===== config.mk =====
export PLATFORM = sky130hd
export DESIGN_NAME = bcd_serial_alu_ctrl
export DESIGN_NICKNAME = d
export VERILOG_FILES = /design/src/rtl/bcd_alu_pkg.sv /design/src/rtl/bcd_digit_unit.sv /design/src/rtl/bcd_serial_alu_ctrl.sv
export SDC_FILE = /design/constraint.sdc
export NUM_CORES = 1
export LEC_CHECK = 0
export CAP_MARGIN = 20
export CORE_ASPECT_RATIO = 1.5
export CORE_MARGIN = 2
export CORE_UTILIZATION = 64
export DETAILED_ROUTE_END_ITERATION = 16
export DONT_BUFFER_PORTS = 1
export PLACE_DENSITY_LB_ADDON = 0.15
export SLEW_MARGIN = 20
export SYNTH_ARGS = -nofsm -noshare
export SYNTH_HDL_FRONTEND = slang
export SYNTH_SLANG_ARGS = --single-unit

===== constraint.sdc =====
create_clock -name clk -period 4.9 [get_ports clk]
set_input_delay 1.225 -clock clk [delete_from_list [all_inputs] [get_ports clk]]
set_output_delay 1.225 -clock clk [all_outputs]
set_load 0.1 [all_outputs]

===== src/rtl/bcd_alu_pkg.sv =====
// Shared types and constants for the digit-serial BCD ALU: FSM state encoding,
// opcode values and the default operand width in digits.
package bcd_alu_pkg;

  typedef enum logic [1:0] {
    IDLE = 2'd0,
    RUN  = 2'd1,
    FIX  = 2'd2,
    DONE = 2'd3
  } state_t;

  localparam logic       OP_ADD         = 1'b0;
  localparam logic       OP_SUB         = 1'b1;
  localparam logic [3:0] BCD_MAX        = 4'd9;
  localparam int         DEFAULT_DIGITS = 3;

endpackage


===== src/rtl/bcd_digit_unit.sv =====
// Combinational single-digit BCD add/subtract cell with carry/borrow chain.
// The chain bit is a carry in add mode and a borrow in subtract mode.
module bcd_digit_unit
  import bcd_alu_pkg::*;
(
  input  logic [3:0] a,
  input  logic [3:0] b,
  input  logic       chain_in,
  input  logic       op,
  output logic [3:0] digit,
  output logic       chain_out
);

  logic [4:0] sum;
  logic [4:0] diff;
  logic [4:0] adj;

  assign sum  = {1'b0, a} + {1'b0, b} + {4'd0, chain_in};
  // diff[4] set means the 5-bit difference wrapped below zero.
  assign diff = {1'b0, a} - {1'b0, b} - {4'd0, chain_in};

  // NOTE: every output of a combinational block gets a default first so no path leaves it unassigned (no latch).
  always_comb begin
    digit     = 4'd0;
    chain_out = 1'b0;
    adj       = 5'd0;
    if (op == OP_ADD) begin
      if (sum > {1'b0, BCD_MAX}) begin
        adj       = sum - 5'd10;
        chain_out = 1'b1;
      end else begin
        adj = sum;
      end
    end else begin
      if (diff[4]) begin
        adj       = diff + 5'd10;
        chain_out = 1'b1;
      end else begin
        adj = diff;
      end
    end
    digit = adj[3:0];
  end

endmodule


===== src/rtl/bcd_serial_alu_ctrl.sv =====
// Digit-serial BCD add/subtract sequencer: drives one shared digit cell LSD-first,
// and on a subtract borrow runs a second pass to produce sign-magnitude output.
module bcd_serial_alu_ctrl
  import bcd_alu_pkg::*;
#(
  parameter int DIGITS = DEFAULT_DIGITS
) (
  input  logic                  clk,
  input  logic                  rst_n,
  input  logic                  start,
  input  logic                  op,
  input  logic [4*DIGITS-1:0]   a,
  input  logic [4*DIGITS-1:0]   b,
  output logic                  busy,
  output logic                  done,
  output logic [4*DIGITS-1:0]   result,
  output logic                  carry_out,
  output logic                  negative,
  output logic                  err
);

  localparam int IDX_W = (DIGITS > 1) ? $clog2(DIGITS) : 1;
  localparam logic [IDX_W-1:0] LAST_IDX = IDX_W'(DIGITS - 1);

  state_t              state, next_state;
  logic [4*DIGITS-1:0] a_q, b_q;
  logic                op_q;
  logic [IDX_W-1:0]    idx;
  logic [IDX_W+1:0]    bit_pos;
  logic                chain;
  logic                last_digit;
  logic                invalid;

  logic [3:0]          unit_a, unit_b, unit_digit;
  logic                unit_op, unit_chain_out;

  assign bit_pos    = {idx, 2'b00};
  assign last_digit = (idx == LAST_IDX);

  always_comb begin
    invalid = 1'b0;
    for (int i = 0; i < DIGITS; i++) begin
      if (a[i*4 +: 4] > BCD_MAX || b[i*4 +: 4] > BCD_MAX) invalid = 1'b1;
    end
  end

  bcd_digit_unit u_digit (
    .a         (unit_a),
    .b         (unit_b),
    .chain_in  (chain),
    .op        (unit_op),
    .digit     (unit_digit),
    .chain_out (unit_chain_out)
  );

  // FIX re-uses the cell as 0 - raw digit - borrow to form the ten's complement.
  always_comb begin
    next_state = state;
    unit_a     = a_q[bit_pos +: 4];
    unit_b     = b_q[bit_pos +: 4];
    unit_op    = op_q;
    case (state)
      IDLE: if (start) next_state = invalid ? DONE : RUN;
      RUN: begin
        if (last_digit) next_state = (op_q == OP_SUB && unit_chain_out) ? FIX : DONE;
      end
      FIX: begin
        unit_a  = 4'd0;
        unit_b  = result[bit_pos +: 4];
        unit_op = OP_SUB;
        if (last_digit) next_state = DONE;
      end
      DONE:    next_state = IDLE;
      default: next_state = IDLE;
    endcase
  end

  // NOTE: sequential state uses non-blocking assignments so every flop samples pre-edge values.
  always_ff @(posedge clk or negedge rst_n) begin
    if (!rst_n) state <= IDLE;
    else        state <= next_state;
  end

  always_ff @(posedge clk or negedge rst_n) begin
    if (!rst_n) begin
      a_q       <= '0;
      b_q       <= '0;
      op_q      <= OP_ADD;
      idx       <= '0;
      chain     <= 1'b0;
      busy      <= 1'b0;
      done      <= 1'b0;
      result    <= '0;
      carry_out <= 1'b0;
      negative  <= 1'b0;
      err       <= 1'b0;
    end else begin
      busy <= (next_state != IDLE);
      done <= (next_state == DONE);
      case (state)
        IDLE: begin
          if (start) begin
            a_q       <= a;
            b_q       <= b;
            op_q      <= op;
            idx       <= '0;
            chain     <= 1'b0;
            result    <= '0;
            carry_out <= 1'b0;
            negative  <= 1'b0;
            err       <= invalid;
          end
        end
        RUN: begin
          result[bit_pos +: 4] <= unit_digit;
          if (last_digit) begin
            idx   <= '0;
            chain <= 1'b0;
            if (op_q == OP_ADD) carry_out <= unit_chain_out;
            else if (unit_chain_out) negative <= 1'b1;
          end else begin
            idx   <= idx + IDX_W'(1);
            chain <= unit_chain_out;
          end
        end
        FIX: begin
          result[bit_pos +: 4] <= unit_digit;
          if (last_digit) begin
            idx   <= '0;
            chain <= 1'b0;
          end else begin
            idx   <= idx + IDX_W'(1);
            chain <= unit_chain_out;
          end
        end
        default: ;
      endcase
    end
  end

endmodule


== Word-level counts from Yosys, hierarchy flattened ==
Cells that the tools add are included.
W data, S select, Z words.

* Word-level logic and storage cells: 89
* Register bits after elaboration: 47
* Output and inout port bits: 17
* Bits of input ports: 28

* Add/subtract/negate cells: 8
* Shift-type cells: 5
* Reduce and logical (&&, ||, !) cells: 13
* Multiplexer cells: 34
* Eq/ne operators: 10
* Order comparisons: 7

{| class="wikitable"
|+ Operators by type and width
! operator !! count
|-
| $shiftx A12 B5 Y4 || 3
|-
| $gt A4 B4 Y1 const B || 6
|-
| $pmux W12 S2 || 1
|-
| $mux W4 || 5
|-
| $mux W1 || 15
|-
| $bwmux W12 || 1
|-
| $mux W12 || 1
|-
| $mux W2 || 6
|-
| $shift A4 B6 Y12 const A || 1
|-
| $shiftx A4 B6 Y12 || 1
|-
| $ne A2 B2 Y1 const B || 5
|-
| $eq A2 B2 Y1 const B || 4
|-
| $pmux W2 S4 || 1
|-
| $neg A4 Y6 || 1
|-
| $pmux W1 S2 || 3
|-
| $reduce_bool A2 Y1 || 3
|-
| $add A4 B4 Y5 || 1
|-
| $add A5 B1 Y5 || 1
|-
| $gt A5 B4 Y1 const B || 1
|-
| $reduce_and A5 Y1 || 1
|-
| $sub A4 B4 Y5 || 1
|-
| $sub A5 B1 Y5 || 1
|-
| $add A4 B4 Y4 const B || 1
|-
| $pmux W2 S2 || 1
|-
| 9 further kinds || 12
|}

== Longest topological paths before layout ==
Gate-level depths: netlist of the first run.

* Depth in word-level cells: 12
* Depth in mapped cells: 17

== Modules after synthesis ==
Synthesis of the first run repeated with hierarchy kept, for this count alone.

* Cell total of the unflattened synthesis: 273
* Area, all modules: 3007.9 um2

{| class="wikitable"
|+ Modules (own cells, without submodules)
! module !! instances !! cells an instance !! area an instance (um2)
|-
| bcd_serial_alu_ctrl || 1 || 201 || 2428.6
|-
| bcd_digit_unit || 1 || 72 || 579.3
|}

== Worst setup path after synthesis of the first run ==
OpenSTA, ideal clock, no wires.

* Path type: reg2reg
* Start: reg result[4]
* End: reg carry_out
* Setup slack: 1.144 ns
* Required time: 4.777 ns
* Period minus slack after synthesis: 3.756 ns
* Cell stages (with the launch flop): 13
* Data arrival time: 3.633 ns
* Path through: dfrtp_1 -> mux4_2 -> a21o_1 -> inv_1 -> fa_1 -> fa_1 -> xnor2_1 -> ha_1 -> a21oi_1 -> mux2i_2 -> o21ai_2 -> or2_1 -> a32o_1

* Word-level cells in the longest chain between the ends: 10
* Elaborated cells on any way between the ends: 13

{| class="wikitable"
|+ Ends and longest elaborated chain
! element !! RTL line !! source
|-
| start: declaration || bcd_serial_alu_ctrl.sv:16 || <nowiki>output logic [4*DIGITS-1:0] result,</nowiki>
|-
| start signal: indexed assignment || bcd_serial_alu_ctrl.sv:115 || <nowiki>result[bit_pos +: 4] <= unit_digit;</nowiki>
|-
| start signal: indexed assignment || bcd_serial_alu_ctrl.sv:127 || <nowiki>result[bit_pos +: 4] <= unit_digit;</nowiki>
|-
| $shiftx A12 B5 Y4 (*) || bcd_serial_alu_ctrl.sv:69 || <nowiki>unit_b = result[bit_pos +: 4];</nowiki>
|-
| $mux W4 (*) || bcd_serial_alu_ctrl.sv:62 || <nowiki>case (state)</nowiki>
|-
| $add A4 B4 Y5 || bcd_digit_unit.sv:18 || <nowiki>assign sum = {1'b0, a} + {1'b0, b} + {4'd0, chain_in};</nowiki>
|-
| $add A5 B1 Y5 || bcd_digit_unit.sv:18 ||
|-
| $gt A5 B4 Y1 || bcd_digit_unit.sv:28 || <nowiki>if (sum > {1'b0, BCD_MAX}) begin</nowiki>
|-
| $mux W1 || bcd_digit_unit.sv:28 ||
|-
| $mux W1 (*) || bcd_digit_unit.sv:27 || <nowiki>if (op == OP_ADD) begin</nowiki>
|-
| $mux W1 (*) || bcd_serial_alu_ctrl.sv:119 || <nowiki>if (op_q == OP_ADD) carry_out <= unit_chain_out;</nowiki>
|-
| $mux W1 (*) || bcd_serial_alu_ctrl.sv:116 || <nowiki>if (last_digit) begin</nowiki>
|-
| $pmux W1 S2 (*) || bcd_serial_alu_ctrl.sv:100 || <nowiki>case (state)</nowiki>
|-
| end signal: assignment || bcd_serial_alu_ctrl.sv:119 ||
|-
| end: declaration || bcd_serial_alu_ctrl.sv:17 || <nowiki>output logic carry_out,</nowiki>
|}

Every way passes the cells marked *; elsewhere a longest branch is shown, timed or not. The select of a mux whose other input is x is not followed.
A chain may end at the register's enable or synchronous reset.

== Worst setup path after layout of the first run ==
* Start: reg state[0]
* End: reg result[6]

* Word-level cells in the longest chain between the ends: 10
* Elaborated cells on any way between the ends: 23

{| class="wikitable"
|+ Ends and longest elaborated chain
! element !! RTL line !! source
|-
| start: declaration || bcd_serial_alu_ctrl.sv:25 || <nowiki>state_t state, next_state;</nowiki>
|-
| start signal: assignment || bcd_serial_alu_ctrl.sv:81 || <nowiki>else state <= next_state;</nowiki>
|-
| $eq A2 B2 Y1 || bcd_serial_alu_ctrl.sv:62, bcd_serial_alu_ctrl.sv:100 ||
|-
| $mux W4 || bcd_serial_alu_ctrl.sv:62 ||
|-
| $add A4 B4 Y5 or $sub A4 B4 Y5 (tied branches) || bcd_digit_unit.sv:18, bcd_digit_unit.sv:20 ||
|-
| $add A5 B1 Y5 or $sub A5 B1 Y5 (tied branches) || bcd_digit_unit.sv:18, bcd_digit_unit.sv:20 ||
|-
| $sub A4 B4 Y4 (tied with other cells) || bcd_digit_unit.sv:29 || <nowiki>adj = sum - 5'd10;</nowiki>
|-
| $mux W4, on equally long branches || bcd_digit_unit.sv:28, bcd_digit_unit.sv:35 ||
|-
| $mux W4 || bcd_digit_unit.sv:27 ||
|-
| $shiftx A4 B6 Y12 || bcd_serial_alu_ctrl.sv:115, bcd_serial_alu_ctrl.sv:127 ||
|-
| $bwmux W12 || bcd_serial_alu_ctrl.sv:115, bcd_serial_alu_ctrl.sv:127 ||
|-
| $pmux W12 S2 || bcd_serial_alu_ctrl.sv:100 ||
|}

Parallel ways exist; a longest one is shown, timed or not.

==> tab_implementation.tex, run 1 <==
\begin{tabular}{lr}
\hline
Metric & Value \\
\hline
\multicolumn{2}{l}{\textbf{Setup path}} \\
\quad Required arrival time at the worst endpoint & 5090 ps \\
\quad Worst endpoint data arrival time & 4340 ps \\
\quad Startpoint Class & flop \\
\quad Destination of the worst register-to-register timing path & result[6] \\
\quad Flop2flop setup slack & 750 ps \\
\quad Kind of end point of the critical path & flop \\
\quad Count of cells along the worst register-to-register path & 14 \\
\quad Reg2Reg Launch Point & state[0] \\
\quad CP max FO & 14 \\
\quad Kind of critical path & flop to flop \\
\multicolumn{2}{l}{\textbf{Status}} \\
\quad Outcome & completed \\
\multicolumn{2}{l}{\textbf{Logic synthesis}} \\
\quad Combined area of all synthesized cells & 2920 sq um \\
\quad Number of synthesis warnings & 0 \\
\quad Number of distinct library cells after synthesis & 56 \\
\quad Total of flip-flops plus latches after synthesis & 47 \\
\quad Average size of a mapped cell & 10.6 sq um \\
\quad Number of enable-type register cells in the synthesized netlist & 0 \\
\quad Share of synthesized area occupied by flip-flops and latches & 40.3\% \\
\quad Leading post-synthesis cells by cell area & dfrtp\_1 40\%, mux2\_2 10\%, ha\_1 7.3\%, mux2i\_1 4.8\%, o21ai\_0 4.1\% \\
\quad Nets in the synthesized netlist & 324 \\
\quad Cell taking the most area after synthesis & dfrtp\_1 \\
\quad Primary FF master, synth & dfrtp\_1 \\
\quad Fraction of registers with async set/reset & 100\% \\
\quad Share of the synthesized area in the top cell type & 40.3\% \\
\quad Count of mapped cells out of synthesis & 275 \\
\multicolumn{2}{l}{\textbf{Floorplanning}} \\
\quad Height of the die & 86.7 um \\
\quad Starting density of the core & 65.3\% \\
\quad Number of core rows & 30 \\
\quad DIE WIDTH & 59.1 um \\
\quad Placeable core region & 4470 sq um \\
\quad Die Area & 5120 sq um \\
\quad I/O pin count & 45 \\
\multicolumn{2}{l}{\textbf{Route}} \\
\quad Vias per std cell & 6.34 \\
\quad \# DRC & 0 \\
\quad Routed len/inst & 18.9 um \\
\quad Remaining antenna violation count after routing & 0 \\
\quad Via count & 2086 \\
\quad Initial DRC Count & 74 \\
\quad Sum of routed wire length over all layers & 6.21 mm \\
\quad Router iterations before antenna repair & 5 \\
\multicolumn{2}{l}{\textbf{STA}} \\
\quad Final setup fails & 0 \\
\quad Relative max-transition margin & 35.5\% \\
\quad Count of pins over their slew limit & 0 \\
\quad RSZ-0062 raised after global routing & no \\
\quad Tcrit/Tclk final & 84.7\% \\
\quad Final Hold Vio Count & 0 \\
\quad Worst-margin pin slew & 967 ps \\
\quad Post-route minimum period & 4150 ps \\
\quad Highest clock rate & 241 MHz \\
\quad Sum Neg Setup Slack & 0 ps \\
\quad Maximum clock skew at final layout & 8.21 ps \\
\multicolumn{2}{l}{\textbf{Placed design}} \\
\quad Detailed placer's ending HPWL & 4.87 mm \\
\quad Count of port buffers added during placement & 0 \\
\quad RePlAce Congestion & 0.906 \\
\multicolumn{2}{l}{\textbf{Clocking}} \\
\quad TritonCTS Buffers & 5 \\
\quad Clock transition at the registers of the reported paths & 90 ps \\
\quad Total setup buffers inserted after CTS & 0 \\
\quad Clock root buffer master & clkbuf\_8 \\
\quad Max H-tree Level & 2 \\
\quad Number of sinks on the clock net & 47 \\
\quad Maximum buffer depth of the clock tree & 2 \\
\quad CTS tree & yes \\
\quad Skew-Pair Late Insertion Delay & 310 ps \\
\quad Post-cts gate resize count & 0 \\
\quad Hold buffer count at cts & 0 \\
\multicolumn{2}{l}{\textbf{Worst hold path}} \\
\quad Instance count along the most critical hold path & 1 \\
\quad Terminating pin of the worst hold path & a\_q[2] \\
\quad Path type of the worst min-delay path & flop to flop \\
\quad Worst hold start & a\_q[2] \\
\multicolumn{2}{l}{\textbf{Cells and area}} \\
\quad Ratio of cells with drive above 1 in the final layout & 20.6\% \\
\quad Antenna Cells & 0 \\
\quad Number of fill cells & 355 \\
\quad Layout overhead on the synthesized area & 5.79\% \\
\quad Nets@finish & 329 \\
\multicolumn{2}{l}{\textbf{GRT}} \\
\quad Global-route wire length before repair & 9.91 mm \\
\quad Global-route congestion overflow total & 0 \\
\quad Largest net degree at the start of global routing & 48 \\
\quad Number of global-route vias before repair & 2095 \\
\quad Initial antenna violation count & 0 \\
\quad GRT Overall Usage & 26.5\% \\
\multicolumn{2}{l}{\textbf{Flow run}} \\
\quad Reported max-cap violation count & 0 \\
\hline
\end{tabular}
cell usage in the layout, fill, tap and decap left out, types with 5 or more instances in the layout:
cell	count
nor2_1	15
mux2_2	26
clkbuf_8	5
mux2i_1	14
nand2_1	25
buf_4	9
o21ai_0	24
ha_1	17
inv_1	20
nand3_1	5
a21oi_1	5
dfrtp_1	47
critical path, stage by stage, from the launching register on:
cell and delay [ps]:
dfrtp_1 410, inv_1 90, ha_1 590, mux4_2 330
a21o_1 150, inv_1 70, fa_1 440, fa_1 420
xnor2_1 260, ha_1 250, a21oi_1 90, mux2i_2 290
o21ai_2 100, a221oi_2 400, o31ai_1 130
how the worst max path moves through the flow:
stage	start	endpoint	slack (ps)
4_1_cts	state[0]	result[10]	790
5_1_grt	state[0]	result[6]	490
2_1_floorplan	result[4]	carry_out	1140
6_report	state[0]	result[6]	750
3_3_place_gp	state[0]	result[10]	940
3_5_place_dp	state[0]	result[6]	790
area by class of cell:
class	instances	area, sq um	area share [%]
multi-input combinational	196	1610	52.1
sequential	47	1180	38.1
inverter	21	78.8	2.55
clock buffer	5	68.8	2.23
timing repair buffer	9	67.6	2.19
tap	48	60.1	1.95
clock inverter	3	27.5	0.892
synth_stat cells, drive strengths merged, types with 2 or more instances:
| library cell | number |
|---|---|
| a211oi | 2 |
| a21o | 2 |
| a21oi | 7 |
| and2 | 2 |
| buf | 7 |
| clkbuf | 4 |
| dfrtp | 47 |
| fa | 4 |
| ha | 17 |
| inv | 21 |
| mux2 | 26 |
| mux2i | 15 |
| mux4 | 4 |
| nand2 | 25 |
| nand2b | 3 |
| nand3 | 5 |
| nor2 | 15 |
| nor2b | 3 |
| nor3b | 3 |
| o211ai | 2 |
| o21ai | 29 |
| o221ai | 2 |
| o31ai | 4 |
| or2 | 3 |
| xnor2 | 3 |
| xor2 | 2 |
state kept, by name, indices dropped and copies added, names as in the netlist:
| signal | count |
|---|---|
| chain | 1 |
| b_q | 12 |
| idx | 2 |
| busy | 1 |
| result | 12 |
| negative | 1 |
| state | 2 |
| carry_out | 1 |
| a_q | 12 |
| op_q | 1 |
| done | 1 |
| err | 1 |
logic make-up (layout without fill, tap and decap cells):
kind of cell             after synthesis  count (layout)  synth area share (%)
AO/OA/AOI/OAI                         58              58                  13.0
XOR/XNOR                               6               6                  2.53
adder cells (fa/ha/maj)               21              21                  10.0
buffers and inverters                 32              38                  4.59
flip-flops                            47              47                  40.3
multiplexers                          45              45                  18.4
AND/OR/NAND/NOR                       66              66                  11.1
metal layers:
layer	part of all wire (%)	wire (um)	GRT usage (%)
met2	55	3430	46.3
met3	6.3	390	4.33
met5	0	0	0
met1	37	2310	32.2
met4	1.4	85	9.92
through the flow:
step	hold slack, ps	utilization, %	instances	worst slack, ps	area [sq um]
6_report	514	69.1	329	751	3090
5_1_grt	530	69.1	329	489	3090
4_1_cts	517	69.1	329	786	3090
3_5_place_dp	495	66.9	321	793	2990
3_3_place_gp	489	66.9	321	940	2990
2_1_floorplan	475	-	275	1140	2920
Power of run 1 is not shown: default switching activity piles up to over one toggle a cycle in this logic, so the estimate is an artifact.
==> run 2: changes to the inputs <==
==> constraint.sdc (replaced) <==
create_clock -name clk -period 4.15 [get_ports clk]
set_input_delay 1.0375 -clock clk [delete_from_list [all_inputs] [get_ports clk]]
set_output_delay 1.0375 -clock clk [all_outputs]
set_load 0.1 [all_outputs]
==> tab_implementation.tex, run 2 (synthesis gave the netlist of run 1 again) <==
\begin{tabular}{lr}
\hline
Metric & Value \\
\hline
\multicolumn{2}{l}{\textbf{Route}} \\
\quad Vias per std cell & 6.26 (-1.3\%) \\
\quad Routed len/inst & 19.2 um (+1.7\%) \\
\quad Remaining antenna violation count after routing & 0 (unchanged) \\
\quad Initial DRC Count & 101 (+36\%) \\
\quad Sum of routed wire length over all layers & 6.44 mm (+3.6\%) \\
\quad \# DRC & 0 (unchanged) \\
\quad Router iterations before antenna repair & 4 (-1) \\
\quad Via count & 2097 (+0.53\%) \\
\multicolumn{2}{l}{\textbf{Setup path}} \\
\quad Flop2flop setup slack & 400 ps (-350 ps) \\
\quad CP max FO & 6 (-8) \\
\quad Critical Path, Cell by Cell & inv\_1 > ha\_2 > mux4\_2 > a21o\_1 > inv\_1 > fa\_1 > fa\_1 > xnor2\_1 > ha\_1 > a21oi\_1 > mux2i\_2 > o21ai\_2 > a221oi\_4 > o31ai\_1 \\
\quad Worst endpoint data arrival time & 3940 ps (-400 ps) \\
\quad Kind of critical path & flop to flop \\
\quad Startpoint Class & flop \\
\quad Sum of buffers and inverters on the critical path & 2 (unchanged) \\
\quad Largest delay share family, worst path & adder cells \\
\quad Kind of end point of the critical path & flop \\
\quad Required arrival time at the worst endpoint & 4340 ps (-750 ps) \\
\quad Delay of the slowest critical-path stage & 450 ps (-140 ps) \\
\quad Highest-delay cell along the critical path & fa\_1 \\
\multicolumn{2}{l}{\textbf{Floorplanning}} \\
\quad Number of core rows & 30 (unchanged) \\
\quad Height of the die & 86.7 um (unchanged) \\
\quad Die Area & 5120 sq um (unchanged) \\
\quad Placeable core region & 4470 sq um (unchanged) \\
\quad I/O pin count & 45 (unchanged) \\
\quad DIE WIDTH & 59.1 um (unchanged) \\
\quad Starting density of the core & 65.3\% (unchanged) \\
\multicolumn{2}{l}{\textbf{Cells and area}} \\
\quad Ratio of cells with drive above 1 in the final layout & 23.0\% (+2.4 points) \\
\quad Register area & 1180 sq um (+0.11\%) \\
\quad Most common library cell in the layout ignoring fill and taps & dfrtp\_1 \\
\quad Nets@finish & 335 (+1.8\%) \\
\quad Top flop regs & a\_q x12, b\_q x12, result x12 \\
\quad Most frequent cells in the layout & 46 x dfrtp\_1, 26 x mux2\_2, 25 x nand2\_1 \\
\quad Final std cell area, no fill & 3150 sq um (+1.9\%) \\
\quad Multi-input logic area & 1620 sq um (+0.86\%) \\
\quad Number of fill cells & 340 (-4.2\%) \\
\quad Antenna Cells & 0 (unchanged) \\
\quad Layout overhead on the synthesized area & 7.85\% \\
\multicolumn{2}{l}{\textbf{Placed design}} \\
\quad Detailed placer's ending HPWL & 5.17 mm (+6.1\%) \\
\quad RePlAce Congestion & 0.898 (-0.90\%) \\
\quad Minimum setup slack after placement & 188 ps (-605 ps) \\
\quad Count of port buffers added during placement & 0 (unchanged) \\
\quad Total cell area at the placement stage & 3030 sq um (+1.3\%) \\
\multicolumn{2}{l}{\textbf{GRT}} \\
\quad Initial antenna violation count & 0 (unchanged) \\
\quad GRT Overall Usage & 27.8\% (+1.3 points) \\
\quad Number of global-route vias before repair & 2173 (+3.7\%) \\
\quad Largest net degree at the start of global routing & 48 (unchanged) \\
\quad Global-route congestion overflow total & 0 (unchanged) \\
\quad Global-route wire length before repair & 10.6 mm (+7.0\%) \\
\multicolumn{2}{l}{\textbf{STA}} \\
\quad Final Hold Vio Count & 0 (unchanged) \\
\quad Tcrit/Tclk final & 90.3\% (+5.7 points) \\
\quad Highest clock rate & 267 MHz (+11\%) \\
\quad PnR worst setup slack & 401 ps (-351 ps) \\
\quad Post-route minimum period & 3750 ps (-399 ps) \\
\quad Sum Neg Setup Slack & 0 ps (unchanged) \\
\quad RSZ-0062 raised after global routing & no \\
\quad Worst-margin pin slew & 919 ps (-48.3 ps) \\
\quad Final setup fails & 0 (unchanged) \\
\quad Maximum clock skew at final layout & 10.2 ps (+1.96 ps) \\
\quad Relative max-transition margin & 38.7\% (+3.2 points) \\
\quad Count of pins over their slew limit & 0 (unchanged) \\
\multicolumn{2}{l}{\textbf{Clocking}} \\
\quad Number of sinks on the clock net & 47 (unchanged) \\
\quad Clock transition at the registers of the reported paths & 100 ps (about the same) \\
\quad TritonCTS Buffers & 5 (unchanged) \\
\quad Clock root buffer master & clkbuf\_8 \\
\quad Maximum buffer depth of the clock tree & 2 (unchanged) \\
\quad Max H-tree Level & 2 (unchanged) \\
\quad CTS tree & yes \\
\quad Skew-Pair Late Insertion Delay & 310 ps (about the same) \\
\multicolumn{2}{l}{\textbf{Status}} \\
\quad Outcome & completed \\
\multicolumn{2}{l}{\textbf{Flow run}} \\
\quad Reported max-cap violation count & 0 (unchanged) \\
\multicolumn{2}{l}{\textbf{Worst hold path}} \\
\quad Path type of the worst min-delay path & input pin to async pin \\
\hline
\end{tabular}
[run 2: cell types whose count changed in the layout (fill, tap and decap cells not counted), sizes merged]
cell,before,now
buf,9,15
[run 2: area by class of cell]
class                           count  share of cell area [%]
Timing Repair Buffer               15                    3.58
Sequential cell                    47                    37.4
Clock buffer                        5                    2.19
Inverter                           21                    2.51
Multi-Input combinational cell    196                    51.5
Tap cell                           48                    1.91
Clock inverter                      3                   0.875
[run 2: worst reg2reg max path, delay by kind of cell (launching register included)]
family,cells,cell delay [ps]
adder cells (fa/ha/maj),4,1410
AO/OA/AOI/OAI,5,910
flip-flops,1,410
XOR/XNOR,1,260
multiplexers,2,470
buffers and inverters,2,160
[run 2: worst paths after layout]
path	start	to	cells past startpoint
setup reg to reg	state[0]	result[10]	14
max in group asynchronous	rst_n	idx[0]	0
hold / removal	rst_n	b_q[8]	0
hold reg to reg	a_q[6]	a_q[6]	1
setup / recovery	state[0]	result[10]	14
min in group clk	a_q[6]	a_q[6]	1
[run 2: through the flow]
step	instances	hold slack, ps	utilization [%]
2_1_floorplan	275	475	-
5_1_grt	335	390	70.4
3_3_place_gp	326	488	67.8
3_5_place_dp	326	496	67.8
6_report	335	406	70.4
4_1_cts	334	405	69.9
[run 2: routing by layer]
layer	GRT usage, %	up-vias	part of all wire, %
li1	-	985	-
met1	32.8	1027	38
met2	48.7	70	53
met3	4.93	15	5.0
met4	11.4	0	3.4
met5	0	-	0
[run 2: repair_timing]
action / 4_1_cts / 5_1_grt
buffers inserted: 0 / 1
hold buffers: 0 / 0
hold endpoints to repair: 0 / 0
setup endpoints to repair: 0 / 4
resized for setup: 0 / 3
Power of run 2 is left out for the same reason.
==> run 3: changes to the inputs <==
==> constraint.sdc (replaced) <==
create_clock -name clk -period 4.1 [get_ports clk]
set_input_delay 1.025 -clock clk [delete_from_list [all_inputs] [get_ports clk]]
set_output_delay 1.025 -clock clk [all_outputs]
set_load 0.1 [all_outputs]
==> results of run 3 <==
Same layout as run 2 (identical final DEF). Status: completed.
Among the figures that moved: setup slack after placement 188 ps -> 138 ps; setup slack after layout 401 ps -> 351 ps; hold slack 406 ps -> 394 ps; register-to-register setup slack 400 ps -> 350 ps
Power of run 3 is left out for the same reason.
